`src/rtl/rdfifo_uart_tx_if.sv`:
```
// Read-side handshake between the SDRAM read FIFO and the UART return engine.
// The engine is the master: it issues rd_en and consumes fill level and data.
interface rdfifo_uart_tx_if #(
  parameter int FIFO_CNT_W = 10
);
  logic [FIFO_CNT_W-1:0] rd_fifo_num;
  logic [7:0]            rd_fifo_rd_data;
  logic                  rd_en;

  modport master (input rd_fifo_num, input rd_fifo_rd_data, output rd_en);
  modport slave  (output rd_fifo_num, output rd_fifo_rd_data, input rd_en);
endinterface

```
`src/rtl/rdfifo_uart_tx.sv`:
```
// Burst-paced FIFO-to-UART transmitter: waits for a full burst, then pops and frames bytes.
// Define PARITY_EN for 8E1 framing (extra even-parity bit); default build is 8N1.
module rdfifo_uart_tx #(
  parameter int UART_BPS   = 9600,
  parameter int CLK_FREQ   = 50_000_000,
  parameter int FIFO_CNT_W = 10
) (
  input  logic                    clk,
  input  logic                    rstn,
  input  logic [23:0]             burst_num,
  rdfifo_uart_tx_if.master        fifo,
  output logic                    rs232_tx,
  output logic                    tx_busy,
  output logic                    burst_done
);
  localparam int BAUD_MAX = CLK_FREQ / UART_BPS;
  localparam int CW       = (BAUD_MAX > 1) ? $clog2(BAUD_MAX) : 1;
  localparam logic [CW-1:0] BAUD_LAST = CW'(BAUD_MAX - 1);

  localparam logic [2:0] S_IDLE   = 3'd0;
  localparam logic [2:0] S_FETCH  = 3'd1;
  localparam logic [2:0] S_LATCH  = 3'd2;
  localparam logic [2:0] S_START  = 3'd3;
  localparam logic [2:0] S_DATA   = 3'd4;
`ifdef PARITY_EN
  localparam logic [2:0] S_PARITY = 3'd5;
`endif
  localparam logic [2:0] S_STOP   = 3'd6;

  logic [2:0]    state_q, state_d;
  logic [CW-1:0] baud_q,  baud_d;
  logic [2:0]    bit_q,   bit_d;
  logic [7:0]    shift_q, shift_d;
  logic          tx_q,    tx_d;
  logic          done_q,  done_d;
  logic [23:0]   len_q,   len_d;
  logic [23:0]   cnt_q,   cnt_d;
  logic          pop;

  logic [23:0] num_ext;
  logic        baud_end;
  logic [2:0]  bit_nxt;
  logic [23:0] cnt_nxt;

  assign num_ext  = 24'(fifo.rd_fifo_num);
  assign baud_end = (baud_q == BAUD_LAST);
  assign bit_nxt  = bit_q + 3'd1;
  assign cnt_nxt  = cnt_q + 24'd1;

  always_comb begin
    state_d = state_q;
    baud_d  = baud_q;
    bit_d   = bit_q;
    shift_d = shift_q;
    tx_d    = tx_q;
    done_d  = 1'b0;
    len_d   = len_q;
    cnt_d   = cnt_q;
    pop     = 1'b0;
    case (state_q)
      S_IDLE: begin
        // The burst_done cycle is itself IDLE; a new trigger waits one more cycle.
        if (!done_q && burst_num != 24'd0 && num_ext >= burst_num) begin
          state_d = S_FETCH;
          len_d   = burst_num;
          cnt_d   = 24'd0;
        end
      end
      S_FETCH: begin
        if (fifo.rd_fifo_num != '0) begin
          pop     = 1'b1;
          state_d = S_LATCH;
        end
      end
      S_LATCH: begin
        // FIFO q is valid this cycle; pre-load the start bit so the line is registered.
        shift_d = fifo.rd_fifo_rd_data;
        tx_d    = 1'b0;
        baud_d  = '0;
        state_d = S_START;
      end
      S_START: begin
        if (baud_end) begin
          baud_d  = '0;
          bit_d   = 3'd0;
          tx_d    = shift_q[0];
          state_d = S_DATA;
        end else begin
          baud_d = baud_q + 1'b1;
        end
      end
      S_DATA: begin
        if (baud_end) begin
          baud_d = '0;
          if (bit_q == 3'd7) begin
`ifdef PARITY_EN
            tx_d    = ^shift_q;
            state_d = S_PARITY;
`else
            tx_d    = 1'b1;
            state_d = S_STOP;
`endif
          end else begin
            bit_d = bit_nxt;
            tx_d  = shift_q[bit_nxt];
          end
        end else begin
          baud_d = baud_q + 1'b1;
        end
      end
`ifdef PARITY_EN
      S_PARITY: begin
        if (baud_end) begin
          baud_d  = '0;
          tx_d    = 1'b1;
          state_d = S_STOP;
        end else begin
          baud_d = baud_q + 1'b1;
        end
      end
`endif
      S_STOP: begin
        if (baud_end) begin
          baud_d = '0;
          cnt_d  = cnt_nxt;
          if (cnt_nxt == len_q) begin
            done_d  = 1'b1;
            state_d = S_IDLE;
          end else begin
            state_d = S_FETCH;
          end
        end else begin
          baud_d = baud_q + 1'b1;
        end
      end
      default: begin
        state_d = S_IDLE;
        tx_d    = 1'b1;
      end
    endcase
  end

  always_ff @(posedge clk or negedge rstn) begin
    if (!rstn) begin
      state_q <= S_IDLE;
      baud_q  <= '0;
      bit_q   <= 3'd0;
      shift_q <= 8'd0;
      tx_q    <= 1'b1;
      done_q  <= 1'b0;
      len_q   <= 24'd0;
      cnt_q   <= 24'd0;
    end else begin
      state_q <= state_d;
      baud_q  <= baud_d;
      bit_q   <= bit_d;
      shift_q <= shift_d;
      tx_q    <= tx_d;
      done_q  <= done_d;
      len_q   <= len_d;
      cnt_q   <= cnt_d;
    end
  end

  assign fifo.rd_en = pop;
  assign rs232_tx   = tx_q;
  assign tx_busy    = (state_q != S_IDLE);
  assign burst_done = done_q;
endmodule

```
`src/flat_wrapper.sv`:
```
// flat-port wrapper written by rule: the top's interface ports become plain ports
module rdfifo_uart_tx_flat 
#(
  parameter int UART_BPS   = 9600,
  parameter int CLK_FREQ   = 50_000_000,
  parameter int FIFO_CNT_W = 10
)
  (clk, rstn, burst_num, rs232_tx, tx_busy, burst_done, fifo_rd_fifo_num, fifo_rd_fifo_rd_data, fifo_rd_en);
  rdfifo_uart_tx_if #(.FIFO_CNT_W(FIFO_CNT_W)) fifo_i ();
  input  logic clk;
  input  logic rstn;
  input  logic [23:0] burst_num;
  output logic rs232_tx;
  output logic tx_busy;
  output logic burst_done;
  input wire logic [$bits(fifo_i.rd_fifo_num)-1:0] fifo_rd_fifo_num;
  input wire logic [$bits(fifo_i.rd_fifo_rd_data)-1:0] fifo_rd_fifo_rd_data;
  output wire logic [$bits(fifo_i.rd_en)-1:0] fifo_rd_en;
  assign fifo_i.rd_fifo_num = fifo_rd_fifo_num;
  assign fifo_i.rd_fifo_rd_data = fifo_rd_fifo_rd_data;
  assign fifo_rd_en = fifo_i.rd_en;
  rdfifo_uart_tx #(.UART_BPS(UART_BPS), .CLK_FREQ(CLK_FREQ), .FIFO_CNT_W(FIFO_CNT_W)) u_core (.clk(clk), .rstn(rstn), .burst_num(burst_num), .fifo(fifo_i), .rs232_tx(rs232_tx), .tx_busy(tx_busy), .burst_done(burst_done));
endmodule
```
`config.mk`:
```
export PLATFORM = sky130hd
export DESIGN_NAME = rdfifo_uart_tx_flat
export DESIGN_NICKNAME = d
export VERILOG_FILES = /design/src/rtl/rdfifo_uart_tx_if.sv /design/src/rtl/rdfifo_uart_tx.sv /design/src/flat_wrapper.sv
export SDC_FILE = /design/constraint.sdc
export NUM_CORES = 1
export LEC_CHECK = 0
export CAP_MARGIN = 15
export CORE_UTILIZATION = 60
export CTS_BUF_LIST = sky130_fd_sc_hd__clkbuf_8
export DETAILED_ROUTE_END_ITERATION = 12
export MAX_ROUTING_LAYER = met4
export PLACE_DENSITY_LB_ADDON = 0.05
export SLEW_MARGIN = 20
export SYNTH_ARGS = -nofsm -noshare
export SYNTH_HDL_FRONTEND = slang
export SYNTH_SLANG_ARGS = --single-unit
```
`constraint.sdc`:
```
create_clock -name clk -period 5.25 [get_ports clk]
set_input_delay 0.7875 -clock clk [delete_from_list [all_inputs] [get_ports clk]]
set_output_delay 0.7875 -clock clk [all_outputs]
set_load 0.005 [all_outputs]
```
# --- Word-level counts from Yosys, hierarchy flattened ---
# Cells that the tools add are included.
totals:
  register_bits: 77
  latch_bits: 0
  mem_bits_rw: 0
  mem_bits_ro: 0
  inputBits: 44
  mem_count: 0
op_classes:
  addsub: 3
  n_mul: 0
  div_mod_pow: 0
  n_lt_le_gt_ge: 2
  eq_ne: 15
  shifts: 0
  n_mux: 28
  bitwise_logic: 1
  n_reduce_logical: 17
ops:
  columns: ["cell", "n"]
  rows:
  - ["$mux 24", 2]
  - ["$pmux 24 s2", 1]
  - ["$mux 3", 9]
  - ["$pmux 13 s2", 1]
  - ["$add 24x1->24 const B", 1]
  - ["$eq 24x24->1", 1]
  - ["$ge 10x24->1", 1]
  - ["$reduce_bool 24->1", 1]
  - ["$pmux 3 s6", 1]
  - ["$add 13x1->13 const B", 1]
  - ["$eq 13x13->1 const B", 1]
  - ["$mux 13", 1]
  - ["$ne 2x1->1 const B", 6]
  - ["$mux 1", 10]
  - ["$reduce_bool 10->1", 1]
  - ["$eq 3x3->1 const B", 3]
  - ["$eq 3x2->1 const B", 2]
  - ["$pmux 3 s2", 1]
  - ["$reduce_and 3->1", 2]
  - ["$reduce_and 6->1", 1]
  - ["$reduce_bool 2->1", 3]
  - ["$reduce_or 3->1", 2]
  - ["$lt 3x4->1 const B", 1]
  - ["$pmux 1 s4", 1]
  - ["11 further kinds", 12]

# --- Longest topological paths before layout ---
# Gate-level depths: netlist of the first run.
logic_depth:
  ltp_word: 6
  depth_mapped: 11
  mapped_depth_nobuf: 9

# --- Least setup slack after synthesis of the first run ---
# Ideal clock, no wire load.
synth_timing:
  path_type: "input-to-reg"
  from: "input burst_num[2]"
  to: "register u_core.state_q[1]"
  setup_ps: 129
  t_arrival_ps: 2629
  slack_ps: 2493
  cell_stages: 9
  path_cell_list: "inv_1 > ha_1 > a211o_1 > a31oi_1 > o221ai_1 > a211o_1 > o21ai_0 > nor2_1 > a2111o_1"
synth_between:
  elab_chain_len: 5
  elab_cells_between_ends: 6
  classes_between: "1 x order compare; 1 x eq/ne; 4 x reduce/logical"
synth_rtl:
  columns: ["element", "line", "source"]
  rows:
  - ["start: declaration", "flat_wrapper.sv:12", "input logic [23:0] burst_num;"]
  - ["branches (longest 2 deep; another with $ge 10x24->1)", null, null]
  - ["$logic_and 1x1->1 *", "rdfifo_uart_tx.sv:63", "if (!done_q && burst_num != 24'd0 && num_ext >= burst_num) begin"]
  - ["$ne 2x1->1 (no line) *", null, null]
  - ["$reduce_and 6->1 (no line) *", null, null]
  - ["end signal: assignment", "rdfifo_uart_tx.sv:154", "state_q <= state_d;"]
  - ["end: declaration", "rdfifo_uart_tx.sv:30", "logic [2:0] state_q, state_d;"]
# Mark *: on every way between the ends.
# A chain may end at the register's enable or synchronous reset.

# --- Worst setup path after layout of the first run ---
layout_timing:
  from: "input burst_num[2]"
  to: "register u_core.cnt_q[6]"
layout_between:
  elab_chain_len: 5
  elab_cells_between_ends: 6
  classes_between: "1 x order compare; 1 x eq/ne; 4 x reduce/logical"
layout_rtl:
  columns: ["element", "line", "source"]
  rows:
  - ["branches (longest 2 deep; another with $ge 10x24->1)", null, null]
  - ["$logic_and 1x1->1 *", "rdfifo_uart_tx.sv:63", null]
  - ["$ne 2x1->1 (no line) *", null, null]
  - ["$reduce_and 3->1 (no line) *", null, null]
  - ["end signal: assignment", "rdfifo_uart_tx.sv:161", "cnt_q <= cnt_d;"]
  - ["end: declaration", "rdfifo_uart_tx.sv:37", "logic [23:0] cnt_q, cnt_d;"]
# Marks and branches as above.

==> results of run 1 <==
-- flip-flops by register name, indices dropped and copies added, names as in the netlist --
register	count
u_core.baud_q	13
u_core.bit_q	3
u_core.burst_done	1
u_core.cnt_q	24
u_core.len_q	24
u_core.rs232_tx	1
u_core.shift_q	8
u_core.state_q	3
-- worst paths after layout --
path	from	to	slack [ns]	cells past startpoint
worst max-delay path	burst_num[2]	u_core.cnt_q[6]	1.73	11
worst min-delay path	u_core.rs232_tx	u_core.rs232_tx	0.50	2
worst max register to register	u_core.baud_q[9]	u_core.cnt_q[16]	1.91	6
worst min register to register	u_core.rs232_tx	u_core.rs232_tx	0.50	2
max in group asynchronous	rstn	u_core.state_q[2]	4.03	1
min in group asynchronous	rstn	u_core.cnt_q[7]	0.60	1
-- cell usage after synthesis (2+ instances only) --
| master | instances |
|---|---|
| o21ai_0 | 56 |
| buf_2 | 6 |
| nor4b_1 | 2 |
| nand2b_1 | 11 |
| nor3b_1 | 2 |
| nor2_1 | 36 |
| nand2_1 | 40 |
| mux2_2 | 10 |
| o31ai_1 | 12 |
| dfrtp_1 | 76 |
| xor2_1 | 17 |
| a21oi_1 | 17 |
| clkbuf_1 | 19 |
| xnor2_1 | 25 |
| nand4_1 | 13 |
| mux4_2 | 2 |
| a31oi_1 | 10 |
| nand3_1 | 22 |
| a211oi_1 | 2 |
| o41ai_1 | 3 |
| nor4_1 | 18 |
| a211o_1 | 3 |
| o22ai_1 | 2 |
| ha_1 | 14 |
| or3_1 | 6 |
| and3_1 | 12 |
| nor3_1 | 9 |
| inv_1 | 20 |
| and2_1 | 15 |
| and4b_1 | 2 |
| a21o_1 | 3 |
| nor2b_1 | 3 |
| and4_1 | 6 |
-- power by group through the flow --
stage	Sequential [mW]	Combinational (mW)	Clock [mW]
after detailed placement	0.735	0.368	0
after global placement	0.733	0.360	0
after global routing	0.736	0.418	0.586
after floorplan	0.698	0.275	0
final	0.726	0.374	0.552
after CTS	0.723	0.372	0.563
-- stage by stage --
step | setup slack (ns) | util (%) | cell area [sq um] | hold slack, ns | total power [mW]
floorplan | 2.49 | - | 4720 | 0.454 | 0.973
global placement | 1.25 | 70.0 | 5210 | 0.474 | 1.09
detailed placement | 1.38 | 70.0 | 5210 | 0.492 | 1.10
CTS | 1.74 | 73.3 | 5460 | 0.505 | 1.66
global route | 1.51 | 73.4 | 5460 | 0.532 | 1.74
finish | 1.73 | 73.4 | 5460 | 0.496 | 1.65
-- cell families (layout without fill, tap and decap cells) --
family	count (synthesis)	count (layout)
and+or+nand+nor	206	206
AOI/OAI and AO/OA	121	121
DFF	77	77
buffers and inverters	46	84
xor gates and xnor gates	42	42
adders and majority gates	15	15
muxes	13	13
-- cell type report --
cell class | count | area (sq um)
multi-input combinational | 397 | 2610
fill | 565 | 1980
sequential | 77 | 1930
timing repair buffer | 48 | 475
clock buffer | 10 | 138
tap | 99 | 124
clock inverter | 6 | 110
inverter | 20 | 75.1
-- worst max-delay path: stages --
cell and delay, ns:
clkdlybuf4s50_1 0.48, inv_1 0.05, ha_1 0.29, a211o_1 0.29, a31oi_1 0.15, o221ai_1 0.21
nand3_1 0.14, buf_4 0.27, and2_1 0.73, o21ai_0 0.20, o31ai_1 0.13
-- metal layers --
metal,track usage [%],vias to the layer above,part of all wire [%]
met4,8.74,0,1.4
met5,-,-,0
met1,42.6,1985,47
met3,5.13,16,7.3
li1,-,1972,-
met2,44.4,185,44
==> flow_summary.toml, run 1 <==
[status]
outcome = "completed"

[yosys]
synth-adder-area-share_pct = 3.92
synth_mux_area_share_pct = 3.55
synth_cell_type_count = 59
async_flop_share_pct = 100
yosysWarnings = 0
synth-edff-count = 0
syn_nets = 578
yosysSeqAreaShare_pct = 40.8
synth_seq_cells = 77
synth_top_family_by_area = "simple AND/OR/NAND/NOR gates"
synthXorXnorAreaFrac_pct = 7.79
synth_top_area_share_pct = 40.3
syn_inst = 520
synth_compound_area_share_pct = 15.8
synthSimpleGateAreaFrac_pct = 24.2
synth_area_sq_um = 4720
synth_area_leaders = "dfrtp_1, o21ai_0, xnor2_1"
avgSynthCellArea_sq_um = 9.08
synthFlopType = "dfrtp_1"
yosysTopAreaCell = "dfrtp_1"

[route]
wl_per_cell_um = 17.0
drc = 0
dr.pass1.iters = 5
drtIter0Drc = 441
vias = 4158
routed_via_density = 6.33
ant_nets = 0
totalWireLength_mm = 11.1

[power]
combPwrFrac_pct = 22.7
ir_worst_vdd_v = 0.000324
cellLeakagePower_nw = 2.40
p_seq_share_pct = 43.9
switching_power_uw = 483
pwr-share-clk_pct = 33.4
swShare_pct = 29.2
powerDensity_nw_per_um2 = 302
p_int_mw = 1.17

[placed_design]
globalplace.congestion = 0.933
port_buffers = 47
dp_cells = 641
hpwl_mm = 7.96

[finish]
finalNonFillerCells = 657
antenna_cells = 0
area_growth_pct = 15.7
drive_gt1_share_pct = 6.81
final_cell_mix = "dfrtp_1, o21ai_0, clkdlybuf4s50_1"
layout_commonest_cell = "dfrtp_1"
layout.nets = 611

[die]
die_height_um = 90.7
io_pins = 48
initial_core_util_pct = 63.4
core_sq_um = 7450
dieArea_sq_um = 8230
rows = 31
fp.dieW_um = 90.7

[setup_path]
cp-end-kind = "flip-flop"
worst_ep_required_time_ns = 5.47
path_class = "in2reg"
worstSetupStartpointType = "primary input"
cp_data_arrival_time_ns = 3.74
crit_path_max_fanout = 33

[sta]
final_hold_viol_count = 0
max_freq_mhz = 284
fin_worst_skew_ns = 0.00986
setup_tns_ns = 0
grt_setup_unrepaired = "false"
slew_viol_final = 0
tightestPinTransition_ns = 1.03
fin_crit_sh_pct = 67.1
slew_headroom_pct = 31.4
period_needed_ns = 3.52
setup-violations-final = 0

[cts]
root_buffer = "clkbuf_8"
cts_max_level = 3
path_clk_slew_ns = 0.08
clk_latency_ns = 0.35
cts_sinks = 77
cts_setup_buffers = 0
ctsResizeCount = 0
cts_max_path_buffers = 2
cts_tree = "built"
cts_buffers = 9
hold_buffers = 0

[global_route]
grt_pass1_vias = 3874
grt_pass1_wl_mm = 19.2
antenna_found_initial = 0
overflow = 0
grt_max_degree = 78
grt_util_all_layers_pct = 30.1

[run]
cap_violations = 0

[hold_path]
min-delay-path-class = "reg2reg"
Power figures use the tool's default switching activity.
==> inputs of run 2 (changes only) <==
- CORE_UTILIZATION: 60 -> 59
- clock period: 5.25 -> 3.3 ns (I/O delays scaled with it)
==> run 2 against run 1 <==
Against the previous run:
- clock power up 56%
- hold slack worse by 0.21 ns
- first-iteration DRC count down 13%
- combinational power up 68%
- clock skew up 0.0036 ns
- critical path type is now reg2reg
- power up 60%
==> flow_summary.toml, run 2 (synthesis results as in run 1) <==
[setup_path]
cpMostUsedCell = "nor4_1"
worstSetupStartpointType = "flip-flop"
max_stage_delay_ns = 0.50
worst_ep_required_time_ns = 3.51
cp_data_arrival_time_ns = 3.16
path_class = "reg2reg"
path_cells = "ha_1 -> nand4_1 -> buf_4 -> nor4_1 -> xnor2_1 -> nor4_1 -> nand3_1 -> nor4_1"
crit_path_max_fanout = 8
cp-end-kind = "flip-flop"
cp_slowest_cell = "nor4_1"

[finish]
final_cell_mix = "dfrtp_1, o21ai_0, clkdlybuf4s50_1"
top_regs = "u_core.cnt_q (24), u_core.len_q (24), u_core.baud_q (13)"
antenna_cells = 0
drive_gt1_share_pct = 7.95
layout_commonest_cell = "dfrtp_1"
area_growth_pct = 16.8
layout.nets = 619
stdcell_area_sq_um = 5510

[sta]
grt_setup_unrepaired = "false"
slew_headroom_pct = 37.2
tightestPinTransition_ns = 0.942
setup_tns_ns = 0
period_needed_ns = 2.95
slew_viol_final = 0
fin_crit_sh_pct = 89.4
final_hold_viol_count = 0
fin_worst_skew_ns = 0.0134
max_freq_mhz = 339
setup-violations-final = 0

[global_route]
grt_pass1_wl_mm = 18.9
grt_pass1_vias = 4065
grt_max_degree = 78
overflow = 0
antenna_found_initial = 0
grt_util_all_layers_pct = 29.3

[cts]
cts_tree = "built"
cts_sinks = 77
cts_max_path_buffers = 2
root_buffer = "clkbuf_8"
cts_max_level = 3
cts_setup_buffers = 0
cts_buffers = 9
hold_buffers = 0
clk_latency_ns = 0.36
ctsResizeCount = 0
path_clk_slew_ns = 0.08

[hold_path]
min-delay-path-class = "in2async"

[route]
routed_via_density = 6.20
ant_nets = 0
wl_per_cell_um = 16.4
dr.pass1.iters = 5
drtIter0Drc = 383
totalWireLength_mm = 11.0
drc = 0
vias = 4140

[die]
dieArea_sq_um = 8360
core_sq_um = 7730
fp.dieW_um = 91.5
io_pins = 48
die_height_um = 91.5
initial_core_util_pct = 61.1
rows = 32

[power]
p_seq_share_pct = 43.7
ir_worst_vdd_v = 0.000424
power_mw = 2.64
powerDensity_nw_per_um2 = 479
cellLeakagePower_nw = 2.43
p_int_mw = 1.86
swShare_pct = 29.6
pwr-share-clk_pct = 32.6
combPwrFrac_pct = 23.7
switching_power_uw = 783

[run]
cap_violations = 0

[placed_design]
hpwl_mm = 7.80
globalplace.congestion = 0.901
port_buffers = 47
placed_area_sq_um = 5280

[status]
outcome = "completed"
run 2: area by class of cell:
| class | instances | area (sq um) |
|---|---|---|
| repair buffers | 56 | 536 |
| fillers | 597 | 2210 |
| flip-flops and latches | 77 | 1930 |
| clock buffers | 9 | 124 |
| well taps | 102 | 128 |
| clock inverters | 7 | 115 |
| multi-input cells | 397 | 2610 |
| inverters | 20 | 75.1 |
run 2: worst paths after layout:
check                                start           endpoint  slack (ns)  cells after the start
setup / recovery           u_core.cnt_q[0]  u_core.burst_done        0.35                      8
hold / removal                        rstn   u_core.len_q[13]        0.28                      1
setup reg to reg           u_core.cnt_q[0]  u_core.burst_done        0.35                      8
hold reg to reg            u_core.bit_q[1]    u_core.bit_q[1]        0.50                      2
max in group asynchronous             rstn    u_core.len_q[1]        2.42                      1
min in group clk           u_core.bit_q[1]    u_core.bit_q[1]        0.50                      2
run 2: metal layers:
metal  wire, um  part of all wire, %  vias to the layer above  GRT usage, %
li1           -                    -                     1985             -
met1       4990                   45                     1976          37.5
met2       5160                   47                      156          47.0
met3        567                  5.2                       23          4.61
met4        250                  2.3                        0          10.6
met5          0                    0                        -             -
run 2: stage by stage:
stage | hold WS (ns) | setup WS, ns | instances | util, %
global route | 0.368 | 0.157 | 668 | 71.4
CTS | 0.332 | 0.469 | 668 | 71.4
global placement | 0.478 | 0.325 | 652 | 68.3
floorplan | 0.199 | 0.835 | 520 | -
detailed placement | 0.480 | 0.203 | 652 | 68.3
finish | 0.284 | 0.349 | 668 | 71.4
run 2: power by group through the flow:
stage	clock [mW]	sequential, mW	combinational (mW)
finish	0.862	1.15	0.627
global route	0.916	1.17	0.690
CTS	0.874	1.15	0.630
detailed placement	0	1.17	0.621
global placement	0	1.16	0.596
floorplan	0	1.11	0.437
run 2: critical path: cells and delay by family (launching register included):
family	cells	cell delay (ns)
simple gates	5	1.67
fa+ha+maj	1	0.33
xor+xnor	1	0.14
flops	1	0.48
buf+inv	1	0.21
==> inputs of run 3 (changes only) <==
--- a/constraint.sdc
+++ b/constraint.sdc
@@ -3,2 +3,2 @@
 set_output_delay 0.495 -clock clk [all_outputs]
-set_load 0.005 [all_outputs]
+set_load 0.01 [all_outputs]
==> results of run 3 <==
Same layout as run 2 (identical final DEF). Status: completed.
Among the figures that moved: total power 2.64 mW -> 2.65 mW; worst IR drop on VDD 0.000424 V -> 0.000432 V
